[src/rtl/fft_bfly_sched.sv]
// -----------------------------------------------------------------------------
// fft_bfly_sched
// Butterfly scheduler for an in-place radix-2 DIT FFT. After a start request
// it steps through every stage s and every butterfly k of that stage. For
// each butterfly it offers one descriptor over a valid/ready handshake. The
// descriptor holds the two sample addresses (A, B) and the twiddle index.
// It also drives the stage-end and transform-end flags.
//
// Ports
//   clk_i            clock; all state changes on the rising edge
//   rst_ni           asynchronous active-low reset
//   start_i          begin a full transform (honoured only while idle)
//   abort_i          synchronous abort back to idle, no done pulse
//   bfly_ready_i     sequencer accepts the current descriptor
//   bfly_valid_o     descriptor valid
//   addr_a_o         upper-leg sample address
//   addr_b_o         lower-leg sample address (addr_a_o + 2**stage)
//   tw_idx_o         twiddle index into the N/2-entry ROM
//   stage_o          current stage 0..LOG2N-1
//   last_in_stage_o  current butterfly is the last of its stage
//   last_bfly_o      current butterfly is the last of the transform
//   busy_o           high while descriptors are being issued
//   done_o           one-cycle pulse after the final transfer
// -----------------------------------------------------------------------------
module fft_bfly_sched #(
  parameter int LOG2N = 4
) (
  input  logic                     clk_i,
  input  logic                     rst_ni,
  input  logic                     start_i,
  input  logic                     abort_i,
  input  logic                     bfly_ready_i,
  output logic                     bfly_valid_o,
  output logic [LOG2N-1:0]         addr_a_o,
  output logic [LOG2N-1:0]         addr_b_o,
  output logic [LOG2N-2:0]         tw_idx_o,
  output logic [$clog2(LOG2N)-1:0] stage_o,
  output logic                     last_in_stage_o,
  output logic                     last_bfly_o,
  output logic                     busy_o,
  output logic                     done_o
);

  localparam int ADDR_W = LOG2N;
  localparam int TW_W   = LOG2N - 1;
  localparam int STG_W  = $clog2(LOG2N);
  localparam int K_W    = LOG2N - 1;

  localparam logic [K_W-1:0]   K_LAST = {K_W{1'b1}};
  localparam logic [K_W-1:0]   K_ZERO = {K_W{1'b0}};
  localparam logic [STG_W-1:0] S_LAST = STG_W'(LOG2N - 1);
  localparam logic [STG_W-1:0] S_ZERO = {STG_W{1'b0}};

  typedef enum logic [1:0] {
    ST_IDLE  = 2'b00,
    ST_ISSUE = 2'b01,
    ST_DONE  = 2'b10
  } state_e;

  state_e           state_r, state_n_s;
  logic [STG_W-1:0] s_r, s_n_s;
  logic [K_W-1:0]   k_r, k_n_s;

  logic              valid_s;
  logic              xfer_s;
  logic              last_in_stage_s;
  logic              last_bfly_s;
  logic [ADDR_W-1:0] k_ext_s;
  logic [ADDR_W-1:0] half_s;
  logic [ADDR_W-1:0] grp_s;
  logic [ADDR_W-1:0] pos_s;
  logic [ADDR_W-1:0] addr_a_s;
  logic [ADDR_W-1:0] addr_b_s;
  logic [TW_W-1:0]   tw_s;

  // State, stage and butterfly-index registers.
  always_ff @(posedge clk_i or negedge rst_ni) begin
    if (!rst_ni) begin
      state_r <= ST_IDLE;
      s_r     <= S_ZERO;
      k_r     <= K_ZERO;
    end else begin
      state_r <= state_n_s;
      s_r     <= s_n_s;
      k_r     <= k_n_s;
    end
  end

  // Descriptor and flags, decoded from the registered s, k and state only.
  always_comb begin
    valid_s         = 1'b0;
    k_ext_s         = {1'b0, k_r};
    half_s          = ADDR_W'(1) << s_r;
    grp_s           = k_ext_s >> s_r;
    // pos is the offset inside the group. grp is spread over groups of 2*half.
    pos_s           = k_ext_s & (half_s - ADDR_W'(1));
    addr_a_s        = ((grp_s << s_r) << 1'b1) | pos_s;
    addr_b_s        = addr_a_s | half_s;
    // pos < N/2, so it fits in the twiddle width before scaling.
    tw_s            = pos_s[TW_W-1:0] << (S_LAST - s_r);
    last_in_stage_s = 1'b0;
    last_bfly_s     = 1'b0;
    if (state_r == ST_ISSUE) begin
      valid_s         = 1'b1;
      last_in_stage_s = (k_r == K_LAST);
      last_bfly_s     = (k_r == K_LAST) && (s_r == S_LAST);
    end else begin
      valid_s         = 1'b0;
      last_in_stage_s = 1'b0;
      last_bfly_s     = 1'b0;
    end
    xfer_s = valid_s & bfly_ready_i;
  end

  // Next-state logic. Abort overrides start and any simultaneous transfer.
  always_comb begin
    state_n_s = state_r;
    s_n_s     = s_r;
    k_n_s     = k_r;
    if (abort_i) begin
      state_n_s = ST_IDLE;
      s_n_s     = S_ZERO;
      k_n_s     = K_ZERO;
    end else begin
      case (state_r)
        ST_IDLE: begin
          if (start_i) begin
            state_n_s = ST_ISSUE;
            s_n_s     = S_ZERO;
            k_n_s     = K_ZERO;
          end else begin
            state_n_s = ST_IDLE;
          end
        end
        ST_ISSUE: begin
          if (xfer_s) begin
            if (last_bfly_s) begin
              state_n_s = ST_DONE;
              s_n_s     = S_ZERO;
              k_n_s     = K_ZERO;
            end else if (k_r == K_LAST) begin
              s_n_s = s_r + STG_W'(1);
              k_n_s = K_ZERO;
            end else begin
              k_n_s = k_r + K_W'(1);
            end
          end else begin
            state_n_s = ST_ISSUE;
          end
        end
        ST_DONE: begin
          state_n_s = ST_IDLE;
          s_n_s     = S_ZERO;
          k_n_s     = K_ZERO;
        end
        default: begin
          state_n_s = ST_IDLE;
          s_n_s     = S_ZERO;
          k_n_s     = K_ZERO;
        end
      endcase
    end
  end

  // Output drive: the descriptor is forced to zero whenever it is not valid.
  always_comb begin
    bfly_valid_o    = valid_s;
    busy_o          = valid_s;
    done_o          = (state_r == ST_DONE);
    last_in_stage_o = last_in_stage_s;
    last_bfly_o     = last_bfly_s;
    addr_a_o        = {ADDR_W{1'b0}};
    addr_b_o        = {ADDR_W{1'b0}};
    tw_idx_o        = {TW_W{1'b0}};
    stage_o         = S_ZERO;
    if (valid_s) begin
      addr_a_o = addr_a_s;
      addr_b_o = addr_b_s;
      tw_idx_o = tw_s;
      stage_o  = s_r;
    end else begin
      addr_a_o = {ADDR_W{1'b0}};
      addr_b_o = {ADDR_W{1'b0}};
      tw_idx_o = {TW_W{1'b0}};
      stage_o  = S_ZERO;
    end
  end

endmodule

[config.mk]
export PLATFORM = sky130hd
export DESIGN_NAME = fft_bfly_sched
export DESIGN_NICKNAME = d
export VERILOG_FILES = /design/src/rtl/fft_bfly_sched.sv
export SDC_FILE = /design/constraint.sdc
export NUM_CORES = 1
export LEC_CHECK = 0
export BUFFER_PORTS_ARGS = -buffer_cell sky130_fd_sc_hd__buf_4
export CAP_MARGIN = 10
export CELL_PAD_IN_SITES_DETAIL_PLACEMENT = 0
export CELL_PAD_IN_SITES_GLOBAL_PLACEMENT = 1
export CORE_MARGIN = 4
export CORE_UTILIZATION = 30
export CTS_BUF_LIST = sky130_fd_sc_hd__clkbuf_16
export DETAILED_ROUTE_END_ITERATION = 8
export HOLD_SLACK_MARGIN = 0.06
export PLACE_DENSITY = 0.8
export SETUP_SLACK_MARGIN = 0.15
export SLEW_MARGIN = 15
export SYNTH_ARGS = -nofsm -noshare
export SYNTH_HDL_FRONTEND = slang
export SYNTH_SLANG_ARGS = --single-unit
[constraint.sdc]
create_clock -name clk_i -period 3.5 [get_ports clk_i]
set_input_delay 0.175 -clock clk_i [delete_from_list [all_inputs] [get_ports clk_i]]
set_output_delay 0.175 -clock clk_i [all_outputs]
set_load 0.02 [all_outputs]
==> impl_results.md, run 1 <==
* HPWL Detailed at 1100 microns
* RSZ-0062 raised after global routing: no
* Cell leakage power at roughly 0.00041 uW
* Clock slew at reported path FFs at 0.04 ns
* Ys Warns at 0
* Netlist Area Pre-Place at 571 sq um
* Slew Viols, Final at 0
* Worst setup EP type: primary output
* Setup TNS at 0 ns
* CTS sink cnt at 7
* Post-CTS sizing at 0
* Final clock skew at 0.00296 ns
* MaxCap Viol Count at 0
* Worst endpoint data arrival time at roughly 2 ns
* Area grow syn2layout at 47.4%
* Number of synthesized register bits at 7
* Period utilization at 62.4%
* DRT iter0 DRCs at 15
* WL per Instance at roughly 12 microns
* Synth cell types at 26
* Final Hold Fails at 0
* Peak supply drop at 0.261 mV
* H-tree lvl count at 1
* Layout cells sized above 1 at 28.7%
* CP Max Fanout at 10
* First-pass GRT wire length at 2320 microns
* Gpl congestion at around 0.8
* Area of the core at 1760 sq um
* Postcts setup bufs at 0
* Row cnt at 15
* Die height at 51.6 microns
* DP Area at 752 sq um
* Clock buffer depth at 2
* WHS at around 0.13 ns
* Min cycle time layout at around 2.2 ns
* Design Power at 307 uW
* Drt total wl at ~1400 microns
* Filler cell count in the final layout at around 190
* Drt drc at 0
* Insertion delay to the later sink of the worst-skew pair at around 0.23 ns
* Pin count of the biggest net entering global routing at 13
* Fin area at between 800 and 900 sq um
* Power Dens Cells at between 300 and 400 nW/um^2
* Initial Util at 32.3%
* Post-Syn Instances at 70
* # setup viols final at 0
* Status: complete, no violations
* CP Class: reg2out
* Max Freq at 458 MHz
* Most common cell after layout, fill and taps aside: buf_4
* Die area at between 2000 and 3000 sq um
* # port buffers at 22
* # IOs at 23
* Commonest non-fill, non-tap cells in the layout: buf_4, nor2_1, inv_1
* Gr usage total at a little under an eighth
* Ant diodes at 0
* Relative slew slack at just under 70%
* Worst EP required at 3.32 ns
* Root Buffer: clkbuf_16
* Final #Nets at 106
* Number of global-route vias before repair at between 500 and 600
* Cts bufs inserted at 3
* Hold WC Path Type: in2reg
* Crit start category: flip-flop
* Vias at 586
* Worst-Margin Slew at 0.466 ns
* DRT antenna net count at 0
* Post-synthesis area per instance at 8.15 sq um
* Vias per cell at 4.92
* Mapped Nets at 81
* Initial antenna violation count at 0
* GRT overflow at 0
* CTS tree: built
* Die Wd at 51.6 microns
* Register area share after synthesis at 30.7%
* Drt first pass iters at 4
[registers in the layout, summed over array words and instances, names as in the netlist]
signal   count
k_r          3
state_r      2
s_r          2
[synthesized netlist by cell type]
cell type   n  area share, %
and2b_1     1            1.3
a22oi_1     1            1.3
nand2_1     5            3.3
a32oi_1     1            1.5
nand3_1     2            1.8
o2bb2ai_1   1            1.5
a22o_1      3            4.6
nand2b_1    1            1.1
and3_1      2            2.2
mux2_2      1            2.0
inv_1       7            4.6
nand4bb_1   1            2.0
nor2_1     14            9.2
xnor2_1     1            1.5
a221oi_1    1            1.5
dfrtp_1     7             31
nor2b_1     1            1.1
a31oi_1     2            2.2
a21oi_1     4            3.5
clkbuf_1    2            1.3
nor3b_1     2            2.6
nor4_1      1            1.1
a2111oi_2   1            2.6
nor3_1      1           0.88
buf_4       1            1.3
ha_1        6             13
[where the power goes]
group          switching (uW)  internal (uW)  total [uW]
logic                    17.5           13.0        30.5
registers                3.12           83.1        86.2
clock network            42.0            148         191
[through the flow]
| stage | util, % | instances | setup slack, ns |
|---|---|---|---|
| floorplan | - | 70 | 1.44 |
| detailed placement | 42.6 | 114 | 1.59 |
| global placement | 42.6 | 114 | 1.64 |
| global route | 47.7 | 119 | 1.15 |
| finish | 47.7 | 119 | 1.31 |
| CTS | 47.7 | 119 | 1.35 |
[area by class of cell]
class,instances,area [sq um],share of cell area (%)
Multi-Input combinational cell,53,354,42.1
Sequential cell,7,175,20.8
Timing Repair Buffer,23,175,20.8
Clock buffer,3,75.1,8.93
Tap cell,25,31.3,3.72
Inverter,7,26.3,3.13
Clock inverter,1,3.75,0.446
[what timing repair did]
action / 4_1_cts / 5_1_grt
setup endpoints to repair: 0 / 0
hold endpoints to repair: 7 / 0
hold buffers: 1 / 0
[path summary, 6_finish.rpt]
check	slack, ns	startpoint	cells after the start	to
max in group asynchronous	3.08	rst_ni	2	s_r[0]
worst max-delay path	1.31	s_r[0]	6	tw_idx_o[2]
worst max register to register	1.88	k_r[0]	5	s_r[0]
worst min-delay path	0.13	abort_i	2	state_r[0]
worst min register to register	0.53	state_r[1]	1	state_r[0]
min in group asynchronous	0.29	rst_ni	2	state_r[1]
[logic make-up (layout without fill, tap and decap cells)]
family,after synthesis,after routing,share of synthesized area [%]
AOI/OAI and AO/OA,14,14,18.9
xor gates and xnor gates,1,1,1.54
adders and majority gates,6,6,13.2
buffers and inverters,10,34,7.24
DFF,7,7,30.7
muxes,1,1,1.97
and+or+nand+nor,31,31,26.5
[layer usage]
layer  routed length (microns)  up-vias  GRT usage [%]
li1                          -      298              -
met1                       654      260           15.7
met2                       608       24           16.9
met3                       133        4           2.87
met4                        30        0           5.24
met5                         0        -              0
[critical path, stage by stage (launching register included)]
cell and delay [ns]:
dfrtp_1 0.49, inv_1 0.16, ha_1 0.27, xnor2_1 0.28
nand3_1 0.11, a221oi_1 0.27, buf_4 0.20
(Power assumes the default switching activity.)
==> run 2, diff against run 1 <==
- clock period: 3.5 -> 2.15 ns (I/O delays scaled with it)
==> run 2 against run 1 <==
  * Non-clock buffer count grew 1
  * Cell count rose by 0.84%
  * Via count is 1.2% higher
  * Global-route usage did not move
  * Die area unchanged
  * Critical path depth is the same
==> impl_results.md, run 2 (synthesized netlist as in run 1, its figures left out) <==
* Worst EP required at ~2.0 ns
* Clock buffer depth at 2
* CP Class: reg2out
* Area grow syn2layout at 54.2%
* Most common cell after layout, fill and taps aside: buf_4
* Die Wd at ~52 microns
* MaxCap Viol Count at 0
* Hold Path End: state_r[0]
* Crit start category: flip-flop
* # setup viols final at 0
* Power Dens Cells at 568 nW/um^2
* Drt drc at 0
* Hold depth at 2
* Initial antenna violation count at 0
* Initial Util at 32.3%
* CTS sink cnt at 7
* Relative slew slack at a little under 70%
* HPWL Detailed at 1100 microns
* Setup TNS at 0 ns
* RR Endpoint: s_r[0]
* R2R Setup Slk at 0.46 ns
* Worst endpoint data arrival time at 1.79 ns
* Reg2reg start: k_r[0]
* Gr usage total at 11.5%
* Drt first pass iters at 4
* Worst setup EP type: primary output
* Worst r2r path cells at 5
* Pin count of the biggest net entering global routing at 13
* Insertion delay to the later sink of the worst-skew pair at 0.23 ns
* Ant diodes at 0
* Layout cells sized above 1 at between 30% and 40%
* Biggest regs: k_r x3, s_r x2, state_r x2
* Cts bufs inserted at 3
* Vias at 593
* M1 wire length at around 660 microns
* Commonest non-fill, non-tap cells in the layout: buf_4, nor2_1, inv_1
* DRT antenna net count at 0
* GRT overflow at 0
* Final Hold Fails at 0
* RSZ-0062 raised after global routing: no
* Root Buffer: clkbuf_16
* Min-delay src: abort_i
* Clock slew at reported path FFs at 0.04 ns
* First-pass GRT wire length at 2320 microns
* Row cnt at 15
* Crit-path cells: inv_1 > ha_2 > xnor2_2 > nand3_1 > a221oi_2 > buf_4
* Area of the core at 1760 sq um
* CP Max Fanout at 6
* Vias per cell at around 4.9
* Period utilization at around nine tenths
* Post-placement cell count at around 110
* CTS tree: built
* Slew Viols, Final at 0
* Max Freq at ~530 MHz
* Cell at the slowest stage of the critical path: dfrtp_2
* Filler cell count in the final layout at between 150 and 200
* Design Power at 500 uW
* H-tree lvl count at 1
* Min cycle time layout at around 1.9 ns
* # IOs at 23
* Peak supply drop at between 0.4 and 0.5 mV
* Metal3 WL at 129 microns
* # port buffers at 22
* Gpl congestion at 0.800
* Die area at between 2000 and 3000 sq um
* Layout Cells excl Fill at 120
* WL per Instance at 12.4 microns
* Hold WC Path Type: in2reg
* Drt total wl at 1490 microns
* Number of global-route vias before repair at 516
* DRT iter0 DRCs at 11
* Die height at 51.6 microns
* Worst-Margin Slew at 0.481 ns
* Max FFs per register at 3
* Top sig layer: met4
* Cell leakage power at 0.000422 uW
* Final #Nets at about 110
* Final clock skew at 0.00302 ns
* Largest Register: k_r
* Met2 WL at 674 microns
* CP peak stage delay at 0.44 ns
* Status: complete, no violations
[run 2: critical path: cells and delay by family (launching register included)]
family	cells	cell delay, ns
compound gates	1	0.23
xor+xnor	1	0.14
simple gates	1	0.12
flops	1	0.44
buf+inv	2	0.36
fa+ha+maj	1	0.27
[run 2: final cells by class]
| class | instances | area, sq um | area share, % |
|---|---|---|---|
| Sequential cell | 7 | 178 | 20.2 |
| Multi-Input combinational cell | 53 | 370 | 42.1 |
| Clock inverter | 1 | 3.75 | 0.427 |
| Timing Repair Buffer | 24 | 195 | 22.2 |
| Inverter | 7 | 26.3 | 2.99 |
| Clock buffer | 3 | 75.1 | 8.53 |
| Tap cell | 25 | 31.3 | 3.56 |
[run 2: routing by layer]
layer / track usage [%] / up-vias
met5: 0 / -
met4: 5.24 / 0
met3: 2.87 / 4
met2: 16.9 / 24
met1: 15.7 / 267
li1: - / 298
[run 2: power breakdown]
| part | total, uW | internal [uW] | switching, uW |
|---|---|---|---|
| clock | 310 | 242 | 67.9 |
| combinational | 50.1 | 21.2 | 28.9 |
| sequential | 140 | 135 | 5.16 |
| total | 500 | 398 | 102 |
[run 2: worst max-delay path by stage]
stage | from | endpoint | slack (ns)
final | s_r[1] | tw_idx_o[2] | 0.25
after CTS | s_r[1] | tw_idx_o[2] | 0.16
after detailed placement | s_r[0] | tw_idx_o[2] | 0.31
after global routing | s_r[1] | tw_idx_o[2] | 0.13
after global placement | s_r[0] | tw_idx_o[2] | 0.36
after floorplan | s_r[0] | tw_idx_o[2] | 0.15
[run 2: per-stage QoR]
| stage | hold WS (ns) | area, sq um | setup WS, ns | utilization [%] |
|---|---|---|---|---|
| 3_3_place_gp | -0.0737 | 752 | 0.362 | 42.6 |
| 4_1_cts | 0.0665 | 842 | 0.163 | 47.7 |
| 3_5_place_dp | -0.0711 | 752 | 0.306 | 42.6 |
| 6_report | 0.0669 | 880 | 0.251 | 49.9 |
| 5_1_grt | 0.0690 | 880 | 0.132 | 49.9 |
| 2_1_floorplan | -0.188 | 571 | 0.154 | - |
[run 2: repair_timing]
item	4_1_cts	5_1_grt
hold endpoints to repair	7	0
setup endpoints to repair	1	3
setup buffers	0	1
pin swaps	0	1
hold buffers	1	0
resized for setup	1	4
